$ cat src/rtl/spi_master_link.sv
// spi_master_link
//   SPI mode-0 (CPOL=0, CPHA=0) master. Full-duplex transfer of one DATA_W-bit
//   word per transaction, MSB first. Words come in over a valid/ready handshake;
//   the word received in the same transaction is returned with a one-cycle
//   rx_valid strobe.
//
//   Optional feature macro: SPI_MASTER_BURST_EN
//     defined   : a new word may be accepted during the final cycle of the last
//                 LOW phase; the link then stays selected and goes straight to
//                 SETUP (no GAP), giving back-to-back words under one ss_n.
//     undefined : every word is framed by its own ss_n pulse and a GAP phase.
//
// Ports
//   clk, reset            system clock (rising edge), async active-high reset
//   tx_data/valid/ready   transmit word handshake (accept = valid & ready)
//   rx_data/rx_valid      received word, one-cycle strobe on update
//   spi_sclk/mosi/ss_n    link outputs (all registered)
//   spi_miso              link input from the slave
//
// Parameters
//   DATA_W  word width in bits (>= 2)
//   CLK_DIV SCLK half-period in clk cycles (>= 1)

module spi_master_link #(
    parameter int DATA_W  = 16,
    parameter int CLK_DIV = 4
) (
    input  logic              clk,
    input  logic              reset,
    input  logic [DATA_W-1:0] tx_data,
    input  logic              tx_valid,
    output logic              tx_ready,
    output logic [DATA_W-1:0] rx_data,
    output logic              rx_valid,
    output logic              spi_sclk,
    output logic              spi_mosi,
    input  logic              spi_miso,
    output logic              spi_ss_n
);

    localparam int PH_W = (CLK_DIV > 1) ? $clog2(CLK_DIV) : 1;
    localparam int BC_W = $clog2(DATA_W);
    localparam logic [PH_W-1:0] PH_LAST = PH_W'(CLK_DIV - 1);
    localparam logic [BC_W-1:0] BC_TOP  = BC_W'(DATA_W - 1);

    typedef enum logic [2:0] {IDLE, SETUP, HIGH, LOW, GAP} state_t;

    state_t            state, state_n;
    logic [PH_W-1:0]   phase, phase_n;
    logic [BC_W-1:0]   bit_cnt, bit_n;
    logic [DATA_W-1:0] tx_sh, tx_sh_n;
    logic [DATA_W-1:0] rx_sh;
    logic              done;
    logic              rdy_n;
    logic              accept;
    logic              ph_last;

    assign accept  = tx_valid & tx_ready;
    assign ph_last = (phase == PH_LAST);

    // Next-state logic. Every output register is loaded from the *next* state,
    // so what the link shows in a cycle always matches the state of that cycle.
    always_comb begin
        state_n = state;
        phase_n = phase;
        bit_n   = bit_cnt;
        tx_sh_n = tx_sh;
        done    = 1'b0;
        case (state)
            IDLE: begin
                if (accept) begin
                    state_n = SETUP;
                    phase_n = '0;
                    bit_n   = BC_TOP;
                    tx_sh_n = tx_data;
                end
            end
            SETUP: begin
                if (ph_last) begin
                    state_n = HIGH;
                    phase_n = '0;
                end else begin
                    phase_n = phase + 1'b1;
                end
            end
            HIGH: begin
                if (ph_last) begin
                    state_n = LOW;
                    phase_n = '0;
                    // advance MOSI on entry to LOW, but the last bit holds
                    if (bit_cnt != '0)
                        tx_sh_n = {tx_sh[DATA_W-2:0], 1'b0};
                end else begin
                    phase_n = phase + 1'b1;
                end
            end
            LOW: begin
                if (ph_last) begin
                    phase_n = '0;
                    if (bit_cnt != '0) begin
                        state_n = HIGH;
                        bit_n   = bit_cnt - 1'b1;
                    end else begin
                        done = 1'b1;
`ifdef SPI_MASTER_BURST_EN
                        if (accept) begin
                            state_n = SETUP;
                            bit_n   = BC_TOP;
                            tx_sh_n = tx_data;
                        end else begin
                            state_n = GAP;
                        end
`else
                        state_n = GAP;
`endif
                    end
                end else begin
                    phase_n = phase + 1'b1;
                end
            end
            GAP: begin
                if (ph_last) begin
                    state_n = IDLE;
                    phase_n = '0;
                end else begin
                    phase_n = phase + 1'b1;
                end
            end
            default: begin
                state_n = IDLE;
                phase_n = '0;
            end
        endcase

        rdy_n = (state_n == IDLE);
`ifdef SPI_MASTER_BURST_EN
        // open a slot for the next word in the final cycle of the last LOW
        rdy_n = rdy_n || (state_n == LOW && phase_n == PH_LAST && bit_n == '0);
`endif
    end

    always_ff @(posedge clk or posedge reset) begin
        if (reset) begin
            state    <= IDLE;
            phase    <= '0;
            bit_cnt  <= '0;
            tx_sh    <= '0;
            rx_sh    <= '0;
            tx_ready <= 1'b1;
            rx_valid <= 1'b0;
            rx_data  <= '0;
            spi_sclk <= 1'b0;
            spi_mosi <= 1'b0;
            spi_ss_n <= 1'b1;
        end else begin
            state   <= state_n;
            phase   <= phase_n;
            bit_cnt <= bit_n;
            tx_sh   <= tx_sh_n;
            // sample MISO on the edge that ends the first SCLK-high cycle
            if (state == HIGH && phase == '0)
                rx_sh <= {rx_sh[DATA_W-2:0], spi_miso};
            rx_valid <= done;
            if (done)
                rx_data <= rx_sh;
            tx_ready <= rdy_n;
            spi_sclk <= (state_n == HIGH);
            spi_ss_n <= !(state_n == SETUP || state_n == HIGH || state_n == LOW);
            spi_mosi <= tx_sh_n[DATA_W-1];
        end
    end

endmodule

$ cat config.mk
export PLATFORM = sky130hd
export DESIGN_NAME = spi_master_link
export DESIGN_NICKNAME = d
export VERILOG_FILES = /design/src/rtl/spi_master_link.sv
export SDC_FILE = /design/constraint.sdc
export NUM_CORES = 1
export LEC_CHECK = 0
export ABC_AREA = 1
export BUFFER_PORTS_ARGS = -buffer_cell sky130_fd_sc_hd__clkbuf_2
export CAP_MARGIN = 20
export CORE_MARGIN = 4
export CORE_UTILIZATION = 55
export DETAILED_ROUTE_END_ITERATION = 10
export PLACE_DENSITY = 0.87
export SYNTH_ARGS = -nofsm -noshare
export SYNTH_HDL_FRONTEND = slang
export SYNTH_SLANG_ARGS = --single-unit
$ cat constraint.sdc
create_clock -name clk -period 2.3 [get_ports clk]
set_input_delay 0.345 -clock clk [delete_from_list [all_inputs] [get_ports clk]]
set_output_delay 0.345 -clock clk [all_outputs]
set_load 0.01 [all_outputs]
* Yosys cells after proc, flatten, opt, wreduce, memory -nomap -nowiden
Index checks and enable logic that the tools add are counted.
** Cells by class
- Add/sub/neg operators :: 2
- Equal/unequal tests :: 13
- Mux-type cells :: 21
- Bitwise logic cells :: 1
- Reductions and logical operators :: 13
** Operators by type and width (number)
- $mux W16 :: 3
- $pmux W16 S2 :: 1
- $mux W3 :: 6
- $pmux W3 S5 :: 1
- $eq A3 B2 Y1 const B :: 4
- $mux W4 :: 3
- $ne A2 B2 Y1 const B :: 5
- $pmux W4 S2 :: 1
- $reduce_and A4 Y1 :: 2
- $eq A3 B1 Y1 const B :: 2
- $logic_not A3 Y1 :: 2
- $mux W2 :: 2
- $pmux W2 S2 :: 1
- $reduce_bool A2 Y1 :: 2
- $reduce_bool A4 Y1 :: 1
- $reduce_or A4 Y1 :: 1
- $sub A4 B1 Y4 const B :: 1
- $eq A3 B3 Y1 const B :: 1
- $mux W1 :: 3
- $add A2 B1 Y2 const B :: 1
- $eq A2 B2 Y1 const B :: 1
- $logic_not A2 Y1 :: 1
- $logic_or A1 B1 Y1 :: 2
- $and A1 B1 Y1 :: 1
- other kinds (2) :: 2
** Word-level totals
- Bits in registers :: 61
- Bits of input ports :: 20

* Logic depth before layout (Yosys ltp)
- Depth after elaboration :: 8
- Depth in mapped cells :: 9
- Depth with buffers taken out :: 8

* Least setup slack after synthesis
No wires, ideal clock.
- Path type :: register -> register
- From :: register state[2]
- To :: register tx_sh[15]
- Arrival :: 1.233 ns
- Slack :: 0.950 ns
- Cell stages (with the launch flop) :: 10
- Buffers on the path :: 1
- Period minus slack after synthesis :: 1.350 ns
- Cells stage by stage :: dfrtp_1 > inv_2 > nand2_2 > nor2_4 > nand2_2 > nand2_4 > nand2_4 > buf_6 > nand2_1 > nand2_1
** On the way
- Word-level cells in the longest chain between the ends :: 3
- Elaborated cells on any way between the ends :: 8
- Those cells by class :: eq/ne: 4; mux: 1; reduce/logical: 3
** RTL lines
- from (decl) :: RTL line 48 : state_t state, state_n;
- from (signal assigned) :: RTL line 156 : state <= state_n;
- $eq A3 B2 Y1 or $logic_not A3 Y1 (tied branches) :: RTL line 69 : case (state)
- $ne A2 B2 Y1 (no source line) or $reduce_bool A2 Y1 (tied branches)
- $reduce_and A4 Y1 (no source line)
- to (signal assigned) :: RTL line 159 : tx_sh <= tx_sh_n;
- to (decl) :: RTL line 51 : logic [DATA_W-1:0] tx_sh, tx_sh_n;
Several ways; a longest one is shown, not always the timed one.
A chain may end at the register's enable or synchronous reset.

* Worst setup path after layout
- From :: register state[2]
- To :: register tx_sh[3]
The elaborated chain is that of the path after synthesis.

==> results by stage <==
Clock tree:
- The setup fix buffers added after clock tree synthesis is 0.
- The H-tree was split into 3 levels.
- TritonCTS built the clock tree.
- The tree is rooted in a sky130_fd_sc_hd__clkbuf_8.
- The hold buffer count at cts is 0.
- The number of buffers between clock root and the deepest sink is 2.
- At the later pin of the worst-skew pair, clock insertion delay measures around 330 ps.
- The clock net in this run drives a total of 61 sinks.
- The number of resized instances in the post-cts repair step is 0.
- Counting the buffers created by CTS gives 9.
- Clock-pin slew was measured on the worst setup and hold paths at roughly 70 ps.

Drt:
- In this run the top signal layer used is met4.
- Summed over all nets, wire length on met3 after detailed routing comes to 227 um.
- In the detailed route, the total length drawn on met2 is 2400 um.
- Summing over every cut layer, the via total after detailed routing is 2184.
- The first-pass iteration count of the detailed router is 4.
- In this run the remaining antenna-violating nets after routing total 0.
- In the routed layout, each cell is associated on average with a via count of slightly below 5.
- The detail-routed net length per standard cell is between 10 and 15 um.
- The routed metal-1 wire length is 2370 um.
- After detailed routing, the number of remaining DRC violations is 0.
- In this run, the number of DRC markers left after iteration 0 of detailed routing was around 220.
- The routed wire length is 5110 um.

Die:
- In this run the standard cell core region covers approximately 0.0048 mm^2.
- The overall die area is between 0.006 and 0.007 mm^2.
- The initial standard-cell utilization of the core is 57.4%.
- The height of the die is 78.7 um.
- Row generation in the floorplan step produced 25 rows.
- Pin placement for this block handled 41 I/O pins.
- From left edge to right edge, the die measures 78.7 um.

Finish:
- The filler cell count is 395.
- The fraction of layout instances using a drive strength above 1 is 18.3%.
- The net count of the finished layout is 401.
- The layout-stage area growth over the synthesis result is 16.8%.
- 0 antenna diodes ended up in the layout.

Logic synthesis:
- The number of cells produced by synthesis is 335.
- The synthesized netlist devotes 6.19% of its cell area to compound gates.
- The number of warning messages in the yosys log is 0.
- Of the total synthesized cell area, the portion taken by full adders, half adders and majority gates is 1.82%.
- Counting flops with an async set or reset pin after synthesis yields a share of between 90% and 100%.
- After synthesis, the most frequently instantiated cells are sky130_fd_sc_hd__nand2_1 (143), sky130_fd_sc_hd__dfrtp_1 (59), sky130_fd_sc_hd__inv_1 (30).
- Multiplexer cells account for 0% of the synthesized area.
- The flip-flop cell with the highest count after synthesis is sky130_fd_sc_hd__dfrtp_1.
- Sorting the synthesized cells by area gives the leading types as sky130_fd_sc_hd__dfrtp_1 (54%), sky130_fd_sc_hd__nand2_1 (20%), sky130_fd_sc_hd__nand3_1 (4.9%).
- The post-synthesis cell type with the largest combined area is sky130_fd_sc_hd__dfrtp_1.
- The number of enable-type register cells in the synthesized netlist is 0.
- After synthesis the netlist holds a flip-flop and latch count of 61.
- The post-synthesis share of cell area spent on xor and xnor gates is 0.319%.
- The combined area of all synthesized cells is 0.00275 mm^2.
- The synthesized net count is between 300 and 400.
- By area, the combinational part of the netlist is dominated by simple AND/OR/NAND/NOR gates.
- The share of Yosys cell area claimed by the top area cell type is a little over half.
- Of the total synthesized cell area, the portion taken by AND, OR, NAND and NOR gates is 29.3%.
- The synthesized netlist contains 20 unique library cells.
- The most common cell in the synthesized netlist is sky130_fd_sc_hd__nand2_1.
- Summing the sequential cell areas from Yosys gives 55.6% of the chip area.
- After synthesis, the mean cell area works out to 8.20 um^2.

Critical path:
- For the worst setup path, the data arrival time is 2020 ps.
- The gate family responsible for the most delay along the worst path is simple AND/OR/NAND/NOR gates.
- The largest individual stage delay along the critical path comes from the cell sky130_fd_sc_hd__dfrtp_1.
- By startpoint and endpoint, the worst setup path is classified as reg2reg.
- On the worst path, the slowest cell contributes a delay of between 400 and 500 ps.
- The kind of start point of the critical path is a flop.
- The critical path goes through inv_2, nand2_2, nor2_4, nand2_2, nand2_4, nand2_1, nand2_1.
- The critical-path maximum fanout is 18.
- For the worst setup path, the data required time is between 2000 and 3000 ps.
- STA classifies the critical path endpoint as a flop.
- Together, buffers and inverters on the worst path number 1.
- The setup slack of the worst register-to-register path is between 500 and 600 ps.

Global route:
- The number of global-route vias before repair was 2150.
- Summed over all layers, the global routing overflow is 0.
- The first global-routing pass estimated just over 9000 um of wire.
- Entering global routing, the biggest net connects 62 pins.
- Global routing consumed, over all layers together, 18.9% of the routing resources.
- The initial antenna violation count is 0.

Power:
- IR analysis of the VDD net gives a maximum drop of 732 uV.
- For this design the static power due to leakage is ~1.7 nW.
- Dividing total power by cell area gives a power density of 1240 mW/mm^2.

STA:
- For the pin with the worst max-slew slack, the measured transition is ~740 ps.
- The hold violation count in the final report is 0.
- The tightest hold path in the finished design has a slack of roughly 200 ps.
- The headroom to the max-slew limit is 50.7%.
- The number of setup violations in the final report is 0.
- Subtracting the final worst setup slack from the clock period gives ~1800 ps.
- The setup TNS is 0 ps.
- The number of pins with negative max-slew slack in the final report is 0.
- After layout, the worst path uses 76.6% of the clock period.
- The setup clock skew after layout is 7.40 ps.
- Timing would allow up to between 500 and 600 MHz.
- Setup repair after global routing left no endpoint under its margin.

Placed design:
- The placer congestion estimate is between 0.8 and 0.9.
- The count of buffers added on input and output ports is 40.
- After legalization and detailed placement, the total HPWL measured 3500 um.

Run:
- The tool flagged a number of max-cap violations equal to 0.

Worst hold path:
- The tightest min-delay check is of the in2async type.

Run status:
- The run finished with clean final reports.
-- per-layer routing --
metal,track usage (%),vias to the layer above
met5,0,-
met4,8.74,0
met3,4.70,12
met2,30.1,51
met1,24.1,999
li1,-,1122
-- worst paths after layout --
path	startpoint	endpoint	cells past startpoint
max in group asynchronous	reset	rx_sh[1]	3
setup / recovery	state[2]	tx_sh[3]	7
setup reg to reg	state[2]	tx_sh[3]	7
hold reg to reg	tx_sh[11]	tx_sh[11]	2
min in group clk	tx_data[0]	tx_sh[0]	3
hold / removal	reset	rx_data[13]	3
-- where the power goes --
group          internal, W  switching, W  total [W]  leakage, nW
registers          0.00140      0.000197    0.00160        0.789
logic             0.000435      0.000876    0.00131        0.839
clock network     0.000666      0.000389    0.00106        0.116
total              0.00251       0.00146    0.00397         1.74
-- logic make-up (layout without fill, tap and decap cells) --
group,after synthesis,in the layout
flip-flops,61,61
AO/OA/AOI/OAI,34,34
AND/OR/NAND/NOR,192,192
buffers and inverters,43,90
adder cells (fa/ha/maj),4,4
XOR/XNOR,1,1
-- flip-flops by register name, indices dropped and copies added, names as in the netlist, 2 cells and up --
name / flops
bit_cnt: 4
rx_sh: 16
tx_sh: 16
state: 3
phase: 2
rx_data: 16
-- placed cells by master (no fill, tap or decap) --
cell type                   instances
sky130_fd_sc_hd__nand2_1          143
sky130_fd_sc_hd__dfrtp_1           59
sky130_fd_sc_hd__clkbuf_2          40
sky130_fd_sc_hd__inv_1             29
sky130_fd_sc_hd__nand3_1           27
sky130_fd_sc_hd__o21ai_1           20
sky130_fd_sc_hd__nor2_1            13
sky130_fd_sc_hd__o21ai_0           12
sky130_fd_sc_hd__clkbuf_8          11
sky130_fd_sc_hd__ha_1               4
sky130_fd_sc_hd__nand2_2            3
sky130_fd_sc_hd__buf_4              3
sky130_fd_sc_hd__inv_2              2
sky130_fd_sc_hd__nor2_4             2
sky130_fd_sc_hd__a21oi_1            2
sky130_fd_sc_hd__nand2_4            2
sky130_fd_sc_hd__clkinv_2           2
sky130_fd_sc_hd__bufinv_16          2
sky130_fd_sc_hd__dfstp_2            2
sky130_fd_sc_hd__nand3b_1           1
sky130_fd_sc_hd__nand4_2            1
sky130_fd_sc_hd__xnor2_1            1
sky130_fd_sc_hd__clkbuf_1           1
-- area by class of cell --
cell class	count	area, um^2	area share, %
clock inverter	4	70.1	2.18
timing repair buffer	43	223	6.94
clock buffer	12	155	4.83
sequential	61	1530	47.6
tap	67	83.8	2.61
inverter	31	116	3.62
multi-input combinational	231	1030	32.2
-- worst reg2reg max path: stages (launching register included) --
cell,delay (ps)
sky130_fd_sc_hd__dfrtp_1,450
sky130_fd_sc_hd__inv_2,130
sky130_fd_sc_hd__nand2_2,70
sky130_fd_sc_hd__nor2_4,340
sky130_fd_sc_hd__nand2_2,310
sky130_fd_sc_hd__nand2_4,270
sky130_fd_sc_hd__nand2_1,80
sky130_fd_sc_hd__nand2_1,70
-- per-stage QoR --
step	setup WS (ps)	power, W	util [%]	instances	instance area [um^2]
3_5_place_dp	537	0.00294	62.4	433	2990
4_1_cts	525	0.00400	67.1	449	3210
2_1_floorplan	445	0.00266	-	335	2750
3_3_place_gp	643	0.00286	62.4	433	2990
5_1_grt	379	0.00433	67.1	449	3210
6_report	539	0.00397	67.1	449	3210
Power figures use the tool's default switching activity.
